### src/rtl/push_debounce_pkg.sv
// rtl/push_debounce_pkg.sv - shared constants, state encoding and helpers for push_debounce
package push_debounce_pkg;

    // Default timing at 50 MHz: 10 ms debounce, 0.5 s first repeat, 0.2 s repeat period.
    localparam int DEF_DB_CYCLES  = 500000;
    localparam int DEF_REP_DELAY  = 25000000;
    localparam int DEF_REP_PERIOD = 10000000;

    // Buttons are active-low, so the idle (released) level is one.
    localparam logic BTN_IDLE = 1'b1;

    typedef logic [1:0] db_state_t;

    localparam db_state_t ST_RELEASED     = 2'd0;
    localparam db_state_t ST_PRESS_PEND   = 2'd1;
    localparam db_state_t ST_PRESSED      = 2'd2;
    localparam db_state_t ST_RELEASE_PEND = 2'd3;

    // Width of a counter that must hold values up to max(a, b).
    function automatic int rep_width(input int a, input int b);
        return $clog2(((a > b) ? a : b) + 1);
    endfunction

endpackage

### src/rtl/push_debounce_if.sv
// rtl/push_debounce_if.sv - button bundle between board pins and the debouncer
//
// i_Push    : raw active-low button levels (asynchronous)
// o_Push    : debounced active-low level
// o_Press   : one-cycle pulse per accepted press (and repeat, if enabled)
// o_Release : one-cycle pulse per accepted release
// master drives the raw buttons; slave is the debouncer.
interface push_debounce_if #(
    parameter int N_BTN = 2
);
    logic [N_BTN-1:0] i_Push;
    logic [N_BTN-1:0] o_Push;
    logic [N_BTN-1:0] o_Press;
    logic [N_BTN-1:0] o_Release;

    modport master (
        output i_Push,
        input  o_Push,
        input  o_Press,
        input  o_Release
    );

    modport slave (
        input  i_Push,
        output o_Push,
        output o_Press,
        output o_Release
    );
endinterface

### src/rtl/push_debounce_debounce_cell.sv
// rtl/push_debounce_debounce_cell.sv - one-button synchroniser, debounce FSM and optional auto-repeat
//
// clk, resetn   : clock and synchronous active-low reset
// raw           : asynchronous active-low button
// level         : debounced active-low level (registered)
// press_pulse   : one-cycle pulse on accepted press / repeat (registered sources)
// release_pulse : one-cycle pulse on accepted release (registered)
// Optional: PUSH_DEBOUNCE_AUTOREPEAT_EN adds a repeat counter while PRESSED.
module debounce_cell
    import push_debounce_pkg::*;
#(
    parameter int DB_CYCLES  = DEF_DB_CYCLES,
    parameter int REP_DELAY  = DEF_REP_DELAY,
    parameter int REP_PERIOD = DEF_REP_PERIOD
) (
    input  logic clk,
    input  logic resetn,
    input  logic raw,
    output logic level,
    output logic press_pulse,
    output logic release_pulse
);

    localparam int CNT_W = $clog2(DB_CYCLES + 1);
    localparam logic [CNT_W-1:0] CNT_LAST = CNT_W'(DB_CYCLES - 1);
    localparam logic [CNT_W-1:0] CNT_ONE  = CNT_W'(1);

    logic             sync1;
    logic             sync2;
    db_state_t        state;
    logic [CNT_W-1:0] cnt;
    logic             press_acc;

    always_ff @(posedge clk) begin
        if (!resetn) begin
            sync1         <= BTN_IDLE;
            sync2         <= BTN_IDLE;
            state         <= ST_RELEASED;
            cnt           <= '0;
            level         <= BTN_IDLE;
            press_acc     <= 1'b0;
            release_pulse <= 1'b0;
        end else begin
            sync1         <= raw;
            sync2         <= sync1;
            press_acc     <= 1'b0;
            release_pulse <= 1'b0;
            case (state)
                ST_RELEASED: begin
                    if (!sync2) begin
                        state <= ST_PRESS_PEND;
                        cnt   <= CNT_ONE;
                    end else begin
                        cnt   <= '0;
                    end
                end
                ST_PRESS_PEND: begin
                    if (sync2) begin
                        state <= ST_RELEASED;
                        cnt   <= '0;
                    end else if (cnt == CNT_LAST) begin
                        state     <= ST_PRESSED;
                        cnt       <= '0;
                        level     <= 1'b0;
                        press_acc <= 1'b1;
                    end else begin
                        cnt <= cnt + CNT_ONE;
                    end
                end
                ST_PRESSED: begin
                    if (sync2) begin
                        state <= ST_RELEASE_PEND;
                        cnt   <= CNT_ONE;
                    end else begin
                        cnt   <= '0;
                    end
                end
                ST_RELEASE_PEND: begin
                    if (!sync2) begin
                        state <= ST_PRESSED;
                        cnt   <= '0;
                    end else if (cnt == CNT_LAST) begin
                        state         <= ST_RELEASED;
                        cnt           <= '0;
                        level         <= 1'b1;
                        release_pulse <= 1'b1;
                    end else begin
                        cnt <= cnt + CNT_ONE;
                    end
                end
                default: begin
                    state <= ST_RELEASED;
                    cnt   <= '0;
                    level <= BTN_IDLE;
                end
            endcase
        end
    end

`ifdef PUSH_DEBOUNCE_AUTOREPEAT_EN
    localparam int REP_W = rep_width(REP_DELAY, REP_PERIOD);
    localparam logic [REP_W-1:0] REP_FIRST = REP_W'(REP_DELAY - 1);
    localparam logic [REP_W-1:0] REP_NEXT  = REP_W'(REP_PERIOD - 1);

    logic [REP_W-1:0] rep_cnt;
    logic             rep_run;   // first repeat already issued, use the period
    logic             rep_fire;

    // Counts edges spent holding in PRESSED; cleared the moment the FSM
    // leaves (or is about to leave) PRESSED so a re-press starts fresh.
    always_ff @(posedge clk) begin
        if (!resetn || state != ST_PRESSED || sync2) begin
            rep_cnt  <= '0;
            rep_run  <= 1'b0;
            rep_fire <= 1'b0;
        end else if (rep_cnt == (rep_run ? REP_NEXT : REP_FIRST)) begin
            rep_cnt  <= '0;
            rep_run  <= 1'b1;
            rep_fire <= 1'b1;
        end else begin
            rep_cnt  <= rep_cnt + REP_W'(1);
            rep_fire <= 1'b0;
        end
    end

    assign press_pulse = press_acc | rep_fire;
`else
    // Repeat timing has no effect when the feature is compiled out.
    logic unused_rep_cfg;
    assign unused_rep_cfg = ^{32'(REP_DELAY), 32'(REP_PERIOD)};
    assign press_pulse    = press_acc;
`endif

endmodule

### src/rtl/push_debounce.sv
// rtl/push_debounce.sv - N_BTN-channel push-button debouncer feeding the up/down counter
//
// i_Clk : system clock (rising edge)
// i_Rst : synchronous active-low reset
// btn   : push_debounce_if slave (i_Push in; o_Push, o_Press, o_Release out)
// Optional: PUSH_DEBOUNCE_AUTOREPEAT_EN enables press auto-repeat.
module push_debounce
    import push_debounce_pkg::*;
#(
    parameter int N_BTN      = 2,
    parameter int DB_CYCLES  = DEF_DB_CYCLES,
    parameter int REP_DELAY  = DEF_REP_DELAY,
    parameter int REP_PERIOD = DEF_REP_PERIOD
) (
    input logic            i_Clk,
    input logic            i_Rst,
    push_debounce_if.slave btn
);

    for (genvar i = 0; i < N_BTN; i++) begin : g_btn
        debounce_cell #(
            .DB_CYCLES  (DB_CYCLES),
            .REP_DELAY  (REP_DELAY),
            .REP_PERIOD (REP_PERIOD)
        ) u_cell (
            .clk           (i_Clk),
            .resetn        (i_Rst),
            .raw           (btn.i_Push[i]),
            .level         (btn.o_Push[i]),
            .press_pulse   (btn.o_Press[i]),
            .release_pulse (btn.o_Release[i])
        );
    end

endmodule

### src/flat_wrapper.sv
// flat-port wrapper written by rule: the top's interface ports become plain ports
module push_debounce_flat import push_debounce_pkg::*;
#(
    parameter int N_BTN      = 2,
    parameter int DB_CYCLES  = DEF_DB_CYCLES,
    parameter int REP_DELAY  = DEF_REP_DELAY,
    parameter int REP_PERIOD = DEF_REP_PERIOD
)
  (i_Clk, i_Rst, btn_i_Push, btn_o_Push, btn_o_Press, btn_o_Release);
  push_debounce_if #(.N_BTN(N_BTN)) btn_i ();
  input logic i_Clk;
  input logic i_Rst;
  input wire logic [$bits(btn_i.i_Push)-1:0] btn_i_Push;
  output wire logic [$bits(btn_i.o_Push)-1:0] btn_o_Push;
  output wire logic [$bits(btn_i.o_Press)-1:0] btn_o_Press;
  output wire logic [$bits(btn_i.o_Release)-1:0] btn_o_Release;
  assign btn_i.i_Push = btn_i_Push;
  assign btn_o_Push = btn_i.o_Push;
  assign btn_o_Press = btn_i.o_Press;
  assign btn_o_Release = btn_i.o_Release;
  push_debounce #(.N_BTN(N_BTN), .DB_CYCLES(DB_CYCLES), .REP_DELAY(REP_DELAY), .REP_PERIOD(REP_PERIOD)) u_core (.i_Clk(i_Clk), .i_Rst(i_Rst), .btn(btn_i));
endmodule
### config.mk
export PLATFORM = sky130hd
export DESIGN_NAME = push_debounce_flat
export DESIGN_NICKNAME = d
export VERILOG_FILES = /design/src/rtl/push_debounce_pkg.sv /design/src/rtl/push_debounce_if.sv /design/src/rtl/push_debounce_debounce_cell.sv /design/src/rtl/push_debounce.sv /design/src/flat_wrapper.sv
export SDC_FILE = /design/constraint.sdc
export NUM_CORES = 1
export LEC_CHECK = 0
export CORE_MARGIN = 2
export CORE_UTILIZATION = 53
export DETAILED_ROUTE_END_ITERATION = 10
export PLACE_DENSITY = 0.85
export SETUP_SLACK_MARGIN = 0.05
export SYNTH_ARGS = -nofsm -noshare
export SYNTH_HDL_FRONTEND = slang
export SYNTH_SLANG_ARGS = --single-unit
### constraint.sdc
create_clock -name i_Clk -period 1.8 [get_ports i_Clk]
set_input_delay 0.45 -clock i_Clk [delete_from_list [all_inputs] [get_ports i_Clk]]
set_output_delay 0.45 -clock i_Clk [all_outputs]
set_load 0.02 [all_outputs]
==> impl_metrics.yaml <==
drt:
  vias: 2128
  wl_per_cell_um: 15.8
  antenna_left: 0
  drc: 0
  via_per_inst: 5.94
  routed_wl_um: 5650
  drt-initial-drc-count: 162
  first_pass_iters: 4
worst_setup_path:
  criticalPathCategory: "reg2reg"
  crit_chain: "or4b_1 > or4_4 > o21bai_4 > buf_6 > nor2_1"
  arrival_ns: 2.09
  critPathSlowestCell: "or4_4"
  endpoint: "u_core.g_btn[0].u_cell.cnt[5]$_SDFF_PN0_"
  required_ns: 2.00
  rrSetupSlack_ns: -0.09
  critPathMaxFanout: 10
  reg2regPathDepth: 5
  r2r_start: "u_core.g_btn[0].u_cell.cnt[12]$_SDFF_PN0_"
  startpoint: "u_core.g_btn[0].u_cell.cnt[12]$_SDFF_PN0_"
  slowest_delay_ns: 0.57
  timing.rr.end: "u_core.g_btn[0].u_cell.cnt[5]$_SDFF_PN0_"
  critPathLaunchType: "flop"
  crit_path_end_kind: "flop"
final_layout:
  layout_commonest_cell: "dfxtp_1"
  final_cell_mix: "45 x dfxtp_1, 35 x buf_4, 31 x nor2_1, 17 x nand3_1, 16 x xnor2_1"
  final_nets: 311
  diodes: 0
  finalInstanceArea_sq_um: 2900
  drive_above_1_share_pct: 23.2
  syn_to_final_growth_pct: 23.9
  finalCoreUtilization_pct: 67.6
  fill_cells: 292
synthesis:
  synth_edf_count: 0
  synth-seq-cells: 52
  async_reset_ff_share_pct: 0
  synth_nets: 270
  ys_types: 41
  netlist_area_sq_um: 2340
  ys_seq_area_share_pct: 44.5
  syn_area_per_cell_sq_um: 8.87
  syn_inst: 264
  synthFlopType: "dfxtp_1"
  yosys_warnings: 0
sta:
  maxSlewViolCount: 0
  rsz0062_at_grt: "yes"
  fin_ws_ns: -0.0935
  fin_skew_ns: 0.00955
  maxSlewHeadroom_pct: 66.2
  setup_viol: 20
  period_needed_ns: 1.89
  fmaxAchievable_ghz: 0.528
  holdWs_ns: 0.426
  final.setup.tns_ns: -1.55
  worstMarginPinSlew_ns: 0.503
  finalHoldViolCount: 0
  post-route-period-util_pct: 105
global_route:
  antenna_found_initial: 0
  gr-total-overflow: 0
  grt_pass1_wl_um: 9220
  grt_pass1_vias: 1991
  track_usage_pct: 23.2
  grt_max_degree: 19
cts:
  clk_pin_slew_ns: 0.09
  cts_max_path_buffers: 2
  hold_buffers: 0
  htreeDepth: 2
  cts_buffers: 5
  cts_tree: "yes"
  clock_latency_ns: 0.31
  root_buffer: "clkbuf_8"
  clock_sinks: 52
placement:
  gp_congestion: 0.867
  place_area_sq_um: 2720
  portBuffers: 9
  hpwlAfterDp_um: 3610
  pre_cts_slack_ns: -0.0884
floorplan:
  boundaryPins: 10
  die_height_um: 70.5
  die_x_um: 70.5
  start_util_pct: 54.5
  die_area_sq_um: 4960
  core_area_sq_um: 4290
  rows: 24
run_status:
  status: "complete, but fails checks"
  violations: "setup timing"
pwr:
  vdd_drop_max_mv: 0.343
  power_density_nw_per_um2: 656
  power_leakage_nw: 0.938
worst_hold_path:
  min_path_cells: 1
  hold_path.class: "reg2reg"
run:
  max_cap_viol_count: 0
## worst min-delay path by stage
stage                                                        from                                      end  slack [ns]
final                     u_core.g_btn[0].u_cell.sync1$_SDFF_PN1_  u_core.g_btn[0].u_cell.sync2$_SDFF_PN1_        0.43
after global routing      u_core.g_btn[1].u_cell.sync1$_SDFF_PN1_  u_core.g_btn[1].u_cell.sync2$_SDFF_PN1_        0.44
after CTS                 u_core.g_btn[1].u_cell.sync1$_SDFF_PN1_  u_core.g_btn[1].u_cell.sync2$_SDFF_PN1_        0.43
after detailed placement  u_core.g_btn[0].u_cell.sync1$_SDFF_PN1_  u_core.g_btn[0].u_cell.sync2$_SDFF_PN1_        0.41
after global placement    u_core.g_btn[1].u_cell.sync1$_SDFF_PN1_  u_core.g_btn[1].u_cell.sync2$_SDFF_PN1_        0.39
after floorplan           u_core.g_btn[0].u_cell.sync1$_SDFF_PN1_  u_core.g_btn[0].u_cell.sync2$_SDFF_PN1_        0.39
## worst max-delay path: cells and delay by family (launching register included)
kind                   cells  cell delay, ns
and+or+nand+nor            3            1.14
DFF                        1            0.32
AOI/OAI and AO/OA          1            0.16
buffers and inverters      1            0.16
## through the flow
stage	total power, mW	cells
6_report	1.90	358
5_1_grt	1.96	358
4_1_cts	1.90	356
3_5_place_dp	1.24	348
3_3_place_gp	1.24	348
2_1_floorplan	1.22	264
## registers in the layout, indices dropped and copies added (netlist names), named ones only
| signal | count |
|---|---|
| u_core.g_btn.u_cell.sync2 | 2 |
| u_core.g_btn.u_cell.cnt | 38 |
| u_core.g_btn.u_cell.release_pulse | 2 |
| u_core.g_btn.u_cell.level | 2 |
| u_core.g_btn.u_cell.state | 2 |
| u_core.g_btn.u_cell.press_pulse | 2 |
| u_core.g_btn.u_cell.sync1 | 2 |
## final cells by class
class | count | area [sq um] | area share, %
Clock buffer | 6 | 82.6 | 2.85
Clock inverter | 2 | 10.0 | 0.345
Inverter | 8 | 30.0 | 1.03
Multi-Input combinational cell | 191 | 1270 | 43.7
Sequential cell | 52 | 1050 | 36.2
Tap cell | 52 | 65.1 | 2.24
Timing Repair Buffer | 47 | 397 | 13.7
## report_power, final
part           internal, mW  switching [mW]  total [mW]
Combinational        0.0221          0.0222      0.0442
Sequential             1.16          0.0102        1.17
Clock                 0.308           0.380       0.688
Total                  1.49           0.413        1.90
## logic make-up (layout without fill, tap and decap cells)
kind of cell             Yosys count  in the layout  synth area share, %
adder cells (fa/ha/maj)            2              2                 1.07
buffers and inverters             21             63                 4.65
flip-flops                        52             52                 44.5
XOR/XNOR                          27             27                 10.1
AO/OA/AOI/OAI                     33             33                 9.51
AND/OR/NAND/NOR                  129            129                 30.2
## metal layers
metal	up-vias	part of all wire (%)	global-route usage (%)
li1	1026	-	-
met1	1004	41	28.2
met5	-	0	0
met3	19	5.4	4.33
met2	79	50	39.9
met4	0	3.2	9.83
## cell usage after synthesis (3+ instances only)
library cell,instances,area share (%)
inv_1,8,1.3
xor2_1,11,4.1
nand2b_1,4,1.1
nand3_1,17,3.6
or4_1,4,1.3
clkbuf_1,5,0.80
and3_1,3,0.80
nand2_1,16,2.6
a211oi_1,3,0.96
a21oi_1,13,2.8
buf_4,6,1.9
o21ai_0,4,0.86
nor2_1,33,5.3
nor4_1,8,2.1
and4_1,5,1.9
or3_1,6,1.6
o31ai_1,5,1.6
nor3_1,9,1.9
dfxtp_1,52,44
xnor2_1,16,6.0
nand4_1,9,2.4
## timing repair
item / CTS / global route
gates resized for setup: 13 / 10
pin swaps: 8 / 7
endpoints found under the setup margin: 26 / 42
setup buffers: 0 / 2
No activity file was read; power rests on OpenSTA's default activity.
